--- config.mk ---
export PLATFORM = sky130hd
export DESIGN_NAME = creat_b
export DESIGN_NICKNAME = d
export VERILOG_FILES = /design/src/rtl/creat_b.sv
export SDC_FILE = /design/constraint.sdc
export NUM_CORES = 1
export LEC_CHECK = 0
export CORE_AREA = 5 5 42 44
export CTS_BUF_LIST = sky130_fd_sc_hd__clkbuf_16
export DETAILED_ROUTE_END_ITERATION = 8
export DIE_AREA = 0 0 47 49
export MAX_ROUTING_LAYER = met4
export SYNTH_ARGS = -nofsm -noshare
export SYNTH_HDL_FRONTEND = slang
export SYNTH_SLANG_ARGS = --single-unit
--- constraint.sdc ---
create_clock -name clk -period 1.5 [get_ports clk]
set_input_delay 0.225 -clock clk [delete_from_list [all_inputs] [get_ports clk]]
set_output_delay 0.225 -clock clk [all_outputs]
set_load 0.02 [all_outputs]
--- src/rtl/creat_b.sv ---
// HDB3 encoder stage 2: replaces the first zero of a 000V group with B when the marks since the last V are even.
// Optional sticky code-error checker enabled by defining CREAT_B_CHK_EN (adds port code_err).
module creat_b #(
  parameter logic INIT_PAR = 1'b0
) (
  input  logic       clk,
  input  logic       rst_n,
  input  logic [1:0] data_in_v,
  output logic [1:0] data_out_b
`ifdef CREAT_B_CHK_EN
  ,
  output logic       code_err
`endif
);

  localparam logic [1:0] SYM_ZERO = 2'b00;
  localparam logic [1:0] SYM_MARK = 2'b01;
  localparam logic [1:0] SYM_B    = 2'b10;
  localparam logic [1:0] SYM_V    = 2'b11;

  logic [1:0] sr0, sr1, sr2, sr3;
  logic       par;
  logic       par_nxt;
  logic       ins_b;

  // A V with even parity turns the oldest queued zero (about to reach sr3) into B
  always_comb begin
    ins_b   = (data_in_v == SYM_V) && !par;
    par_nxt = par;
    case (data_in_v)
      SYM_MARK: par_nxt = ~par;
      SYM_V:    par_nxt = 1'b0;
      default:  par_nxt = par;
    endcase
  end

  always_ff @(posedge clk or negedge rst_n) begin
    if (!rst_n) begin
      sr0 <= SYM_ZERO;
      sr1 <= SYM_ZERO;
      sr2 <= SYM_ZERO;
      sr3 <= SYM_ZERO;
      par <= INIT_PAR;
    end else begin
      sr0 <= data_in_v;
      sr1 <= sr0;
      sr2 <= sr1;
      sr3 <= ins_b ? SYM_B : sr2;
      par <= par_nxt;
    end
  end

  assign data_out_b = sr3;

`ifdef CREAT_B_CHK_EN
  logic bad_sym;

  // Illegal B from upstream, or a V not preceded by three zeros
  always_comb begin
    bad_sym = (data_in_v == SYM_B) ||
              ((data_in_v == SYM_V) &&
               ((sr0 != SYM_ZERO) || (sr1 != SYM_ZERO) || (sr2 != SYM_ZERO)));
  end

  always_ff @(posedge clk or negedge rst_n) begin
    if (!rst_n) begin
      code_err <= 1'b0;
    end else if (bad_sym) begin
      code_err <= 1'b1;
    end
  end
`endif

endmodule

==> impl_metrics.ini <==
[layout]
utilization_pct = 29.2
multiInputGateArea_um2 = 35.0
nets = 28
synthToLayoutAreaGrowth_pct = 57.2
layout-drive-gt1-share_pct = 17.4
diodes = 0
regArea_um2 = 225
fin_cells = 39
fill_cells = 155

[cts]
cts.sinks = 9
cts_buffers = 3
path_clk_slew_ns = 0.04
root_buffer = clkbuf_16
cts_setup_buffers = 0
clock_latency_ns = 0.23
post_cts_resized = 0
cts_tree = yes
cts_hold_buf = 0
clockBufferDepth = 2
cts_htree_levels = 1

[power]
total_power_mw = 0.764
leakage_nw = 0.181
power_density_nw_per_um2 = 1870
ir_worst_vdd_mv = 0.756

[sta]
slew_violations = 0
worst_pin_slew_ns = 0.384
finalCritPeriodShare_pct = 91.6
max_freq_mhz = 727
clock-skew-final_ns = 0.00251
setup_violations = 0
fin_crit_ns = 1.37
fin_tns_setup_ns = 0
hold_viol = 0
rsz0062_at_grt = no
relSlewSlack_pct = 74.3

[critical_path]
cp.arrival_ns = 1.15
path_cells = clkdlybuf4s50_1
cp_num_buf_inv = 1
worstSetupStartpointType = flip-flop
slowest_stage = clkdlybuf4s50_1
r2r_start = par
slowest_delay_ns = 0.60
cp-startpoint = data_out_b[0]
cp_top_family = buffers and inverters
cp.depth = 1
regToRegSetupSlack_ns = 0.65
reg2reg_to = data_out_b[0]
cp-end-kind = output pin
rr_worst_depth = 2
endpoint = data_out_b[0]
critical_path_class = flip-flop to output pin
critPathMaxFanout = 1
required_ns = 1.27

[logic_synthesis]
synth_area_um2 = 260
seq_area_frac_synth_pct = 86.5
synth_cells = 14
syn_area_per_cell_um2 = 18.6
yosysMostFrequentCell = dfrtp_1
synth_seq_cells = 9
synthFlopType = dfrtp_1
synthDistinctLibCells = 6
yosysWarnings = 0
synth_top_area_share_pct = 86.5
synth_nets = 18
synth_area_leader_cell = dfrtp_1
async_reset_ff_share_pct = 100
synth_area_leaders = dfrtp_1, mux2_2, nand3b_1
synth_edf_count = 0

[floorplan]
core_area_um2 = 1400
start_util_pct = 18.6
rows = 14
die-area_um2 = 2300
boundaryPins = 6
die_x_um = 47
dieHeight_um = 49

[place]
numPortBuffers = 5
dp.cells = 35
place.gp.congestion = 0.632

[grt]
grt_overflow_total = 0
grt_max_degree = 10
antenna_found_initial = 0
first_global_vias = 158
grtUsageTotal_pct = 4.75
grt_pass1_wl_um = 655

[route]
via_count = 145
viasPerCell = 3.72
final_antenna_net_count = 0
drc_errors = 0
drt-initial-drc-count = 0
wirelength_um = 401
wire_per_inst_um = 10.3
firstDrtPassIters = 1

[job]
maxCapViolCount = 0

[hold_path]
hp-class = input pin to async pin

[status]
status = finished, final reports clean
## routing by layer
| layer | track usage (%) | vias up | part of all wire (%) |
|---|---|---|---|
| met5 | - | - | 0 |
| met4 | 4.15 | 0 | 3.0 |
| met3 | 4.43 | 2 | 14 |
| met2 | 5.88 | 8 | 44 |
| met1 | 4.12 | 72 | 39 |
| li1 | - | 63 | - |
## cells in the final DEF (no fill, tap or decap)
cell	Yosys	layout
dfrtp_1	9	9
nand3b_1	1	1
mux2_2	1	1
nor2_1	1	1
nand2b_1	1	1
and2_1	1	1
clkbuf_16	0	3
inv_1	0	1
clkdlybuf4s50_1	0	5
## how the worst min path moves through the flow
stage,endpoint,slack (ns),cells after the start
after floorplan,data_out_b[0],-0.07,0
after global placement,sr1[1],0.34,0
after detailed placement,sr1[1],0.34,0
after CTS,sr0[1],0.29,1
after global routing,sr2[0],0.31,1
final,sr2[0],0.28,1
## sequential cells by signal, indices dropped and copies added, names as in the netlist
| signal | cells |
|---|---|
| sr1 | 2 |
| par | 1 |
| sr0 | 2 |
| data_out_b | 2 |
| sr2 | 2 |
## where the power goes
group / switching [mW] / internal [mW] / leakage, nW / total (mW)
clock network: 0.111 / 0.348 / 0.0423 / 0.459
registers: 0.00613 / 0.260 / 0.106 / 0.267
logic: 0.0167 / 0.0213 / 0.0332 / 0.0380
total: 0.134 / 0.629 / 0.181 / 0.764
## per-stage QoR
stage	hold WS, ns	cell area, µm²	worst slack, ns
final	0.282	409	0.125
after global placement	0.337	330	0.327
after detailed placement	0.336	330	0.290
after global routing	0.312	409	0.0995
after CTS	0.288	409	0.110
after floorplan	-0.0706	260	0.717
## kinds of logic (layout without fill, tap and decap cells)
group                  Yosys count  in the layout  share of synthesized area, %
multiplexers                     1              1                          4.33
buffers and inverters            0              9                             0
flip-flops                       9              9                          86.5
AND/OR/NAND/NOR                  4              4                          9.14
## layout make-up
class / instances / area share, %
multi-input cells: 5 / 8.56
flip-flops and latches: 9 / 55.0
repair buffers: 5 / 12.2
clock inverters: 1 / 0.917
clock buffers: 3 / 18.3
well taps: 16 / 4.89
No activity file was read; power rests on OpenSTA's default activity.
